File: src/rtl/ifc_defs_pkg.sv
// rtl/ifc_defs_pkg.sv - shared state encoding, NOP word and alignment helper for the fetch controller
package ifc_defs;

  typedef enum logic [1:0] {
    ST_IDLE = 2'd0,
    ST_RUN  = 2'd1,
    ST_HALT = 2'd2
  } state_e;

  localparam logic [31:0] NOP = 32'h0000_0000;

  function automatic logic [31:0] word_align(input logic [31:0] addr);
    return {addr[31:2], 2'b00};
  endfunction

endpackage

File: src/rtl/if_id_reg.sv
// rtl/if_id_reg.sv - IF/ID pipeline register; flush beats hold, hold beats load
module if_id_reg
  import ifc_defs::*;
(
  input  logic        clk,
  input  logic        rst,
  input  logic        hold,
  input  logic        flush,
  input  logic [31:0] in_instr,
  input  logic [31:0] in_pc4,
  output logic [31:0] instr,
  output logic [31:0] pc4,
  output logic        valid
);

  logic [31:0] instr_q, instr_d;
  logic [31:0] pc4_q, pc4_d;
  logic        valid_q, valid_d;

  always_comb begin
    instr_d = instr_q;
    pc4_d   = pc4_q;
    valid_d = valid_q;
    if (flush) begin
      instr_d = NOP;
      pc4_d   = 32'h0;
      valid_d = 1'b0;
    end else if (!hold) begin
      instr_d = in_instr;
      pc4_d   = in_pc4;
      valid_d = 1'b1;
    end
  end

  always_ff @(posedge clk or posedge rst) begin
    if (rst) begin
      instr_q <= NOP;
      pc4_q   <= 32'h0;
      valid_q <= 1'b0;
    end else begin
      instr_q <= instr_d;
      pc4_q   <= pc4_d;
      valid_q <= valid_d;
    end
  end

  assign instr = instr_q;
  assign pc4   = pc4_q;
  assign valid = valid_q;

endmodule

File: src/rtl/instr_fetch_ctrl.sv
// rtl/instr_fetch_ctrl.sv - fetch-stage controller: PC, redirects, IF/ID and shared loader/fetch memory port
module instr_fetch_ctrl
  import ifc_defs::*;
#(
  parameter int          DEPTH    = 128,
  parameter int          AW       = $clog2(DEPTH),
  parameter logic [31:0] RESET_PC = 32'h0
) (
  input  logic          clk,
  input  logic          reset,
  input  logic          load_valid,
  output logic          load_ready,
  input  logic [AW-1:0] load_addr,
  input  logic [31:0]   load_data,
  input  logic          start,
  input  logic          halt_req,
  input  logic          stall,
  input  logic          branch_taken,
  input  logic [31:0]   branch_target,
  input  logic          jump,
  input  logic [31:0]   jump_target,
  output logic [31:0]   imem_addr,
  output logic          imem_we,
  output logic [31:0]   imem_wdata,
  input  logic [31:0]   imem_rdata,
  output logic [31:0]   if_id_instr,
  output logic [31:0]   if_id_pc4,
  output logic          if_id_valid,
  output logic          halted,
  output logic          fetch_err,
  output logic [31:0]   fetch_cnt
);

  localparam logic [31:0] PC_LIMIT = 32'(DEPTH * 4);

  state_e      state_q, state_d;
  logic [31:0] pc_q, pc_d;
  logic        fetch_err_q, fetch_err_d;
  logic [31:0] fetch_cnt_q, fetch_cnt_d;

  logic        redirect;
  logic [31:0] redir_raw;
  logic [31:0] redir_pc;
  logic        redir_misaligned;
  logic [31:0] pc_plus4;
  logic        ifid_hold;
  logic        ifid_flush;

  // Branch outranks jump when both resolve in the same cycle.
  always_comb begin
    redirect         = branch_taken | jump;
    redir_raw        = branch_taken ? branch_target : jump_target;
    redir_pc         = word_align(redir_raw);
    redir_misaligned = (redir_raw[1:0] != 2'b00);
    pc_plus4         = pc_q + 32'd4;
  end

  always_ff @(posedge clk or posedge reset) begin
    if (reset) begin
      state_q     <= ST_IDLE;
      pc_q        <= RESET_PC;
      fetch_err_q <= 1'b0;
      fetch_cnt_q <= 32'h0;
    end else begin
      state_q     <= state_d;
      pc_q        <= pc_d;
      fetch_err_q <= fetch_err_d;
      fetch_cnt_q <= fetch_cnt_d;
    end
  end

  always_comb begin
    state_d     = state_q;
    pc_d        = pc_q;
    fetch_err_d = fetch_err_q;
    fetch_cnt_d = fetch_cnt_q;
    case (state_q)
      ST_IDLE: begin
        if (start && !load_valid) begin
          state_d = ST_RUN;
          pc_d    = RESET_PC;
        end
      end
      ST_RUN: begin
        if (halt_req) begin
          state_d = ST_HALT;
        end else if (redirect) begin
          pc_d = redir_pc;
          if (redir_misaligned) fetch_err_d = 1'b1;
          if (redir_pc >= PC_LIMIT) state_d = ST_HALT;
        end else if (!stall) begin
          // The last word is still latched; only then do we stop, without wrapping pc.
          pc_d        = pc_plus4;
          fetch_cnt_d = fetch_cnt_q + 32'd1;
          if (pc_plus4 >= PC_LIMIT) state_d = ST_HALT;
        end
      end
      ST_HALT: begin
        if (load_valid) begin
          state_d = ST_IDLE;
        end else if (start) begin
          state_d = ST_RUN;
          pc_d    = RESET_PC;
        end
      end
      default: state_d = ST_IDLE;
    endcase
  end

  always_comb begin
    load_ready = (state_q != ST_RUN);
    imem_we    = load_ready & load_valid;
    imem_wdata = load_data;
    imem_addr  = {{(32 - AW - 2){1'b0}}, load_addr, 2'b00};
    if (state_q == ST_RUN) imem_addr = pc_q;
    halted     = (state_q == ST_HALT);
    ifid_flush = (state_q != ST_RUN) | halt_req | redirect;
    ifid_hold  = stall;
  end

  if_id_reg u_if_id_reg (
    .clk      (clk),
    .rst      (reset),
    .hold     (ifid_hold),
    .flush    (ifid_flush),
    .in_instr (imem_rdata),
    .in_pc4   (pc_plus4),
    .instr    (if_id_instr),
    .pc4      (if_id_pc4),
    .valid    (if_id_valid)
  );

  assign fetch_err = fetch_err_q;
  assign fetch_cnt = fetch_cnt_q;

endmodule
File: config.mk
export PLATFORM = sky130hd
export DESIGN_NAME = instr_fetch_ctrl
export DESIGN_NICKNAME = d
export VERILOG_FILES = /design/src/rtl/ifc_defs_pkg.sv /design/src/rtl/if_id_reg.sv /design/src/rtl/instr_fetch_ctrl.sv
export SDC_FILE = /design/constraint.sdc
export NUM_CORES = 1
export LEC_CHECK = 0
export ABC_AREA = 0
export CELL_PAD_IN_SITES_DETAIL_PLACEMENT = 0
export CELL_PAD_IN_SITES_GLOBAL_PLACEMENT = 1
export CORE_UTILIZATION = 29
export CTS_BUF_LIST = sky130_fd_sc_hd__clkbuf_4 sky130_fd_sc_hd__clkbuf_8
export CTS_CLUSTER_SIZE = 30
export DETAILED_ROUTE_END_ITERATION = 12
export GPL_TIMING_DRIVEN = 1
export HOLD_SLACK_MARGIN = 0.05
export PLACE_DENSITY_LB_ADDON = 0.08
export REMOVE_ABC_BUFFERS = 1
export SYNTH_ARGS = -nofsm -noshare
export SYNTH_HDL_FRONTEND = slang
export SYNTH_SLANG_ARGS = --single-unit
File: constraint.sdc
create_clock -name clk -period 3.7 [get_ports clk]
set_input_delay 0.37 -clock clk [delete_from_list [all_inputs] [get_ports clk]]
set_output_delay 0.37 -clock clk [all_outputs]
set_load 0.05 [all_outputs]
==> results of run 1 <==
-- cells in the mapped netlist, drive strengths merged, types with 3 or more instances --
cell type,count
nor4,15
or4,3
nor3,14
nor2,118
dfrtp,128
a21o,4
xnor2,47
a31oi,4
nand3,24
nand2b,4
and4,10
buf,60
o31ai,5
and2,20
nand4,22
mux2i,50
clkbuf,36
o21ai,44
and3,13
inv,14
a211oi,5
a22o,9
xor2,18
a32o,3
nand2,93
or2,3
a21oi,53
nor2b,5
-- layer usage --
layer	GRT usage [%]	up-vias	wire [um]
li1	-	3221	-
met1	28.3	3179	12500
met2	30.8	230	12000
met3	6.42	17	1840
met4	4.67	0	243
met5	0.947	-	0
-- how the worst min path moves through the flow --
| stage | start | to | slack (ps) |
|---|---|---|---|
| detailed placement | fetch_err$_DFFE_PP0P_ | fetch_err$_DFFE_PP0P_ | 460 |
| CTS | stall | u_if_id_reg.pc4[26]$_DFFE_PP0P_ | 280 |
| global route | stall | u_if_id_reg.pc4[26]$_DFFE_PP0P_ | 310 |
| floorplan | stall | u_if_id_reg.valid$_DFFE_PP0P_ | 460 |
| global placement | fetch_err$_DFFE_PP0P_ | fetch_err$_DFFE_PP0P_ | 450 |
| finish | stall | u_if_id_reg.pc4[26]$_DFFE_PP0P_ | 310 |
-- kinds of logic (layout without fill, tap and decap cells) --
| kind of cell | after synthesis | count (layout) |
|---|---|---|
| muxes | 52 | 52 |
| buffers and inverters | 110 | 301 |
| AOI/OAI and AO/OA | 137 | 137 |
| other | 1 | 4 |
| and+or+nand+nor | 349 | 349 |
| adders and majority gates | 2 | 2 |
| xor gates and xnor gates | 65 | 65 |
| DFF | 128 | 128 |
-- flip-flops by register name, summed over array words and instances, names as in the netlist --
name and cells:
state_q 2, u_if_id_reg.instr 32, u_if_id_reg.valid 1, pc_q 30
fetch_err 1, u_if_id_reg.pc4 30, fetch_cnt 32
-- through the flow --
step	setup slack [ps]	hold WS, ps	util [%]	TNS (ps)
final	512	309	40.7	0
after global routing	329	308	40.7	0
after CTS	542	282	40.7	0
after detailed placement	572	457	39.3	0
after global placement	663	447	39.3	0
after floorplan	-82.6	457	-	-10640
-- worst register-to-register path: stages (launching register included) --
cell and delay (ps):
dfrtp_1 490, ha_1 320, nand3_1 220, nor4_4 660, and3_1 260, a21oi_1 60
or4_1 440, nor4_2 500, o31ai_1 110
-- power by group through the flow --
stage | clock (mW) | combinational, mW | sequential [mW]
floorplan | 0 | 1.16 | 1.97
global placement | 0 | 2.03 | 1.96
detailed placement | 0 | 2.02 | 1.97
CTS | 1.18 | 2.03 | 1.94
global route | 1.24 | 2.16 | 1.99
finish | 1.13 | 2.01 | 1.95
-- area by class of cell --
class | instances | area, um^2
fill | 2608 | 15000
sequential | 128 | 3200
multi-input combinational | 609 | 3740
tap | 330 | 413
clock inverter | 14 | 111
timing repair buffer | 255 | 2510
inverter | 14 | 57.6
clock buffer | 18 | 241
==> run summary, run 1 <==
The run finished with clean final reports. The number of CTS-inserted buffers is 17. The total of buffers placed on input and output ports is 239. The fraction of post-synthesis cell area in the top cell type by area was 42.8%. The number of non-filler instances in the completed layout was 1,368. Final-report setup violation count: 0. The clock arrives with 15.5 ps of skew. The largest single stage delay on the critical path is 650 ps. The tools report the critical path launch point as pc_q[2]$_DFFE_PP0P_. After detailed routing, the number of remaining DRC violations is 0.

The worst hold path was traced through 3 stages. The setup fix buffers added after clock tree synthesis is 0. Largest family of logic cells by synthesized area: simple AND/OR/NAND/NOR gates. Setup repair after global routing left no endpoint under its margin. The internal power of the cells totals 2.83 mW.

After Yosys synthesis, full adders, half adders and majority gates account for 0.334% of the synthesized area. The multiplexer share of the synthesized area was 6.98%; the first-pass GRT wire length was 40,800 um. The number of hold buffers added after CTS was 0. The synthesized netlist devotes 10.8% of its cell area to compound gates. The critical path goes through ha_1, nand3_1, nor4_4, and3_1, a21oi_1, or4_1, nor4_2, o31ai_1. The logic depth of the worst register-to-register path was 8.

Number of enable flip-flop cells after synthesis: 0. At the end of routability-driven placement, the weighted congestion stood at 0.778. Counting flops and latches in the post-synthesis netlist gives 128. The critical path in this run is classified as reg2reg. In this design, the largest share of critical-path delay is due to simple AND/OR/NAND/NOR gates.

The number of top-level pins is 308, and the highest ir drop seen on vdd is 0.239 mV. The number of buffers and inverters on the critical path came out at 0. Clock-pin slew was measured on the worst setup and hold paths at 90 ps. The clock tree root driver cell is clkbuf_8.

After Yosys synthesis, XOR and XNOR cells account for 7.60% of the synthesized area. The critical path crosses 8 cells after its start point. The logs give 128 for the number of clock sinks and 10,300 um^2 for the summed area of non-filler cells in the final layout. Data on the critical path arrives at its endpoint at 3510 ps. In this run the register-to-register setup slack is 510 ps. The worst register-to-register path begins at pc_q[2]$_DFFE_PP0P_. In the finished design, the share of the clock period the worst path needs comes to 86.2%. Dividing the detail-routed wire length by the instance count gives 19.4 um. The detailed placement HPWL is 19,400 um, and the shortest period the worst path allows is 3190 ps. Area of the mapped netlist: 7490 um^2. On the critical path, the stage with the largest delay is an instance of nor4_4. The detailed router placed 6,647 vias in this run.

The die covers 26,500 um^2. Detail-routed via count per cell: 4.86. The commonest register cell after synthesis is dfrtp_1. The number of antenna diodes in the final layout is 0.

The number of instances in the synthesized netlist was 844; the portion of total power attributed to sequential cells was 38.3%. Of all cell types, the one taking the most synthesized area is dfrtp_1. The quantity of gates resized following cts is 0, and the required time of the worst setup path is 4020 ps. After synthesis, the netlist uses 55 different library cells.

At the pin with the least slew margin, the transition time is 787 ps. Per report_power, the combinational group accounts for 39.5% of the total. The synthesized-area fraction occupied by and/or/nand/nor cells came out at 23.9%. The total number of placement rows came out at 58. The path class of the tightest hold or removal check is in2reg.

The height of the chip works out to 163 um. The average instance in the mapped netlist occupies 8.87 um^2. CTS built an H-tree with a depth of 4. For this configuration, the core starts out at a cell density of 29.7%.

The wire length reported by the detailed router is 26,600 um, and the starting DRC count in detailed routing is 456. The fraction of synthesis flops using an asynchronous set or reset pin works out to 100%. The post-place instance area is 9920 um^2. The detail route stage leaves a number of antenna-violating nets equal to 0. The completed layout was analyzed and its total power is 5.09 mW. In this run, placement finished with an instance count of 1,336.

The area growth from synthesis to layout works out to 37.2%. Leaving out fill and tap cells, the most frequent cell in the layout is clkdlybuf4s50_1. The top cell types in the final layout, fill and taps aside, are clkdlybuf4s50_1, dfrtp_1, nor2_1, nand2_1, a21oi_1.

The net switching fraction of the power works out to 44.4%. Final count of hold timing violations: 0. Max-cap violations in this run came to 0. The type of origin of the critical path was a flop.

The worst setup path is captured at a flop. Entering global routing, the biggest net connects 65 pins. The first detailed-routing pass ran for 5 iterations. Measured along the x axis, the die boundary spans 163 um. The number of max-slew violations in the final report came out at 0. In this run the deepest clock path goes through 2 buffers. The capturing element of the worst setup path is state_q[1]$_DFFE_PP0P_. The run gives 22.2% as the proportion of power drawn by the clock network.

The capturing point of the worst reg2reg path is state_q[1]$_DFFE_PP0P_. In this run the tightest slew margin relative to its limit is 47.5%. The fraction of final layout cells with drive strength greater than 1 works out to 7.71%.

For this run, the post-layout net count is 1,170. Sorting the synthesized cells by area gives the leading types as dfrtp_1, mux2i_1, nor2_1. Global routing used 20.5% of the available tracks across all layers. The worst-skew pair later-pin latency is 460 ps, and the fraction of the yosys area taken by sequential cells is 42.8%. For this run the aggregate overflow at the end of global routing stands at 0. Static timing analysis puts the maximum clock frequency at 314 MHz.

TritonCTS built the clock tree. The region available for standard cell placement spans 25,300 um^2. The logs give 0 for the number of antenna violations at the first check in global routing and 6,702 for the via count of the first global-routing pass. In this run the static leakage power is 4.34 nW.

Largest fanout of any net on the critical path: 12. The cell area power density was 495 nW/um^2. The net switching power of the design is 2.26 mW.

For this run, the number of Yosys warnings is 0.
(Power assumes the default switching activity.)
==> inputs of run 2 (changes only) <==
Settings changed: CORE_ASPECT_RATIO set to 0.9.
==> run 2 against run 1 <==
Core utilization is essentially flat; clock power grew 8%; sequential power is essentially flat; final cell count grew 0.66%; register-to-register slack gained 210 ps; sequential cell count is the same; cell area is essentially flat; clock skew grew 6.9 ps; largest cell class unchanged; first-iteration DRC count shrank 2.2%; global-route usage grew 0.22 points; via count grew 0.84%; critical path depth is the same; critical endpoint unchanged.
==> run summary, run 2 (same netlist as run 1, synthesis figures left out) <==
The signal on the critical path passes through ha_1, nand3_1, nor4_4, and3_1, a21oi_1, or4_1, nor4_2, o31ai_1. In the layout the commonest cells are clkdlybuf4s50_1, dfrtp_1, nor2_1, nand2_1, a21oi_1. The number of antenna violations at the first check in global routing came out at 0. In this run the critical register-to-register path is launched from pc_q[2]$_DFFE_PP0P_. The number of CTS-inserted buffers was 17; the number of cells on the worst hold path was 3. The via count of the first global-routing pass came out at 6,653. Number of max-slew violations in the final report: 0.

The tools report the worst hold path startpoint as stall. Most common library cell in the layout ignoring fill and taps: clkdlybuf4s50_1. The class of the tightest hold or removal check is in2reg.

The starting DRC count in detailed routing was 446; the number of non-filler instances in the completed layout was 1,377. On the worst path, the slowest cell contributes a delay of 640 ps. After filler insertion, the fill cell instance count of the layout stands at 2,600. The count of nets left with antenna violations after detail routing was 0.

Vias after detailed routing: 6,703. TritonCTS built the clock tree. For hold timing, the worst endpoint is u_if_id_reg.pc4[26]$_DFFE_PP0P_. Relative to the synthesized area, the layout overhead comes to 37.3%. During placement, the flow inserted port buffers numbering 239. The tools report the final weighted congestion in routability-driven placement as 0.791. CTS placed an instance of clkbuf_8 at the clock tree root. Across all hold checks on the routed design, the worst slack comes to 304 ps. Before antenna repair, the detailed router went through 5 iterations. Setup repair after global routing left no endpoint under its margin.

The shortest period the worst path allows was 2980 ps. The post-route clock period utilization was 80.4%; the total number of placement rows was 55. The first-pass GRT wire length is 41,000 um, and the detailed placement HPWL is 19,400 um.

After detailed routing, the total wire length is 26,700 um. The data arrival time of the worst path is 3300 ps. In the final timing run, aggregate negative setup slack is 0 ps. For this design, the sink count on the clock tree is 128. The maximum clock path buffer count is 2, and the total global-route track usage is 20.7%. The area of the core was 25,300 um^2.

At the pin with the least slew margin, the transition time is 1260 ps. The worst pin sits at a relative slew slack of 15.8%. The final count of hold timing violations is 0, and the number of buffers and inverters on the critical path is 0. In the routed layout, each cell is associated on average with a via count of 4.87. Sequential cell area in the final layout: 3200 um^2.

The total of max-cap violations is 0. Clock-pin slew was measured on the worst setup and hold paths at 100 ps. Once layout is complete, the utilization of the core stands at 40.7%.

The starting utilization of the core area came out at 29.7%. The fraction of final layout cells with drive strength greater than 1 came out at 7.63%. The tools report the antenna diode instance count as 0. Static timing analysis puts the maximum clock frequency at 336 MHz. For the final-stage net count, the log shows 1,167.

In the final layout, the multi-input gates occupy 3740 um^2. Measured in cells, the most critical reg-to-reg path has a length of 8. The endpoint class of the critical path is a flop. The endpoint identified for the worst register-to-register timing path is state_q[1]$_DFFE_PP0P_.

For this design the ratio of total power to cell area is 503 nW/um^2. The number of buffers inserted by hold repair at cts was 0. The required time of the worst setup path is 4020 ps. Final-report setup violation count: 0. The tools report the post-detailed-route DRC marker count as 0. The average routed wire per standard cell is 19.4 um, and the largest fanout of any net on the critical path is 12. For the final database, setup skew stands at 22.4 ps. The type of the worst setup path was reg2reg.

The maximum number of pins on one net before global-route repair was 106; the area of the die was 26,500 um^2. Floorplan die width: 171 um. The flow ran to the end, and the final reports show no timing, DRC or antenna violations.

The run gives 1,345 as the total placed cells including tap cells. Pin placement for this block handled 308 I/O pins. For the quantity of gates resized following cts, the log shows 0.

The run gives 440 ps as the worst-skew pair later-pin latency. The type of origin of the critical path was a flop. The slowest library cell on the worst path was nor4_4.

On the critical path the largest part of the delay comes from simple AND/OR/NAND/NOR gates. Summed over all cells, the static leakage comes to 4.34 nW. Setup fix buffers added after clock tree synthesis: 0.

The height of the chip is 154 um. The worst-case IR drop observed on VDD is 0.251 mV. In this run the register-to-register setup slack is 720 ps. Summed over all layers, the global routing overflow is 0.

The CTS H-tree depth is 4.
==> run 2: cell types whose count changed in the layout (fill, tap and decap cells not counted), sizes merged <==
cell           change
inv                +1
clkbuf             +1
clkinvlp           -1
clkinv             -2
clkdlybuf4s50      -1
buf                -2
bufinv             +1
==> run 2: final cells by class <==
class	count	share of cell area (%)
clock inverter	13	1.23
multi-input combinational	609	36.4
clock buffer	19	2.48
sequential	128	31.1
tap	342	4.16
inverter	14	0.560
timing repair buffer	252	24.1
==> run 2: worst max-delay path by stage <==
stage,start,endpoint,slack [ps],cells past startpoint
6_report,pc_q[2]$_DFFE_PP0P_,state_q[1]$_DFFE_PP0P_,720,8
5_1_grt,pc_q[2]$_DFFE_PP0P_,state_q[1]$_DFFE_PP0P_,420,8
4_1_cts,pc_q[2]$_DFFE_PP0P_,state_q[1]$_DFFE_PP0P_,700,8
3_5_place_dp,pc_q[2]$_DFFE_PP0P_,state_q[1]$_DFFE_PP0P_,740,8
3_3_place_gp,pc_q[2]$_DFFE_PP0P_,state_q[1]$_DFFE_PP0P_,820,8
2_1_floorplan,reset,fetch_cnt[0]$_DFFE_PP0P_,-80,1
==> run 2: metrics by stage <==
| stage | cell area (um^2) | total power [mW] | setup slack [ps] |
|---|---|---|---|
| floorplan | 6980 | 3.12 | -82.6 |
| global placement | 9900 | 3.99 | 823 |
| detailed placement | 9900 | 3.98 | 744 |
| CTS | 10300 | 5.22 | 704 |
| global route | 10300 | 5.47 | 420 |
| finish | 10300 | 5.17 | 724 |
==> run 2: power by group <==
group / total, mW / internal [mW] / switching, mW
logic: 2.00 / 0.770 / 1.23
registers: 1.96 / 1.58 / 0.383
clock network: 1.22 / 0.568 / 0.647
total: 5.17 / 2.91 / 2.26
==> run 2: per-layer routing <==
metal / wire length, um / share of wire [%] / vias to the layer above / track usage (%)
li1: - / - / 3220 / -
met1: 13000 / 49 / 3257 / 29.7
met2: 11700 / 44 / 202 / 29.8
met3: 1660 / 6.2 / 24 / 6.40
met4: 361 / 1.4 / 0 / 4.85
met5: 0 / 0 / - / 0.945
==> run 2: tightest hold or removal path: cells and delay by family <==
kind	cells	cell delay, ps
simple gates	1	80
compound gates	1	50
buf+inv	1	190
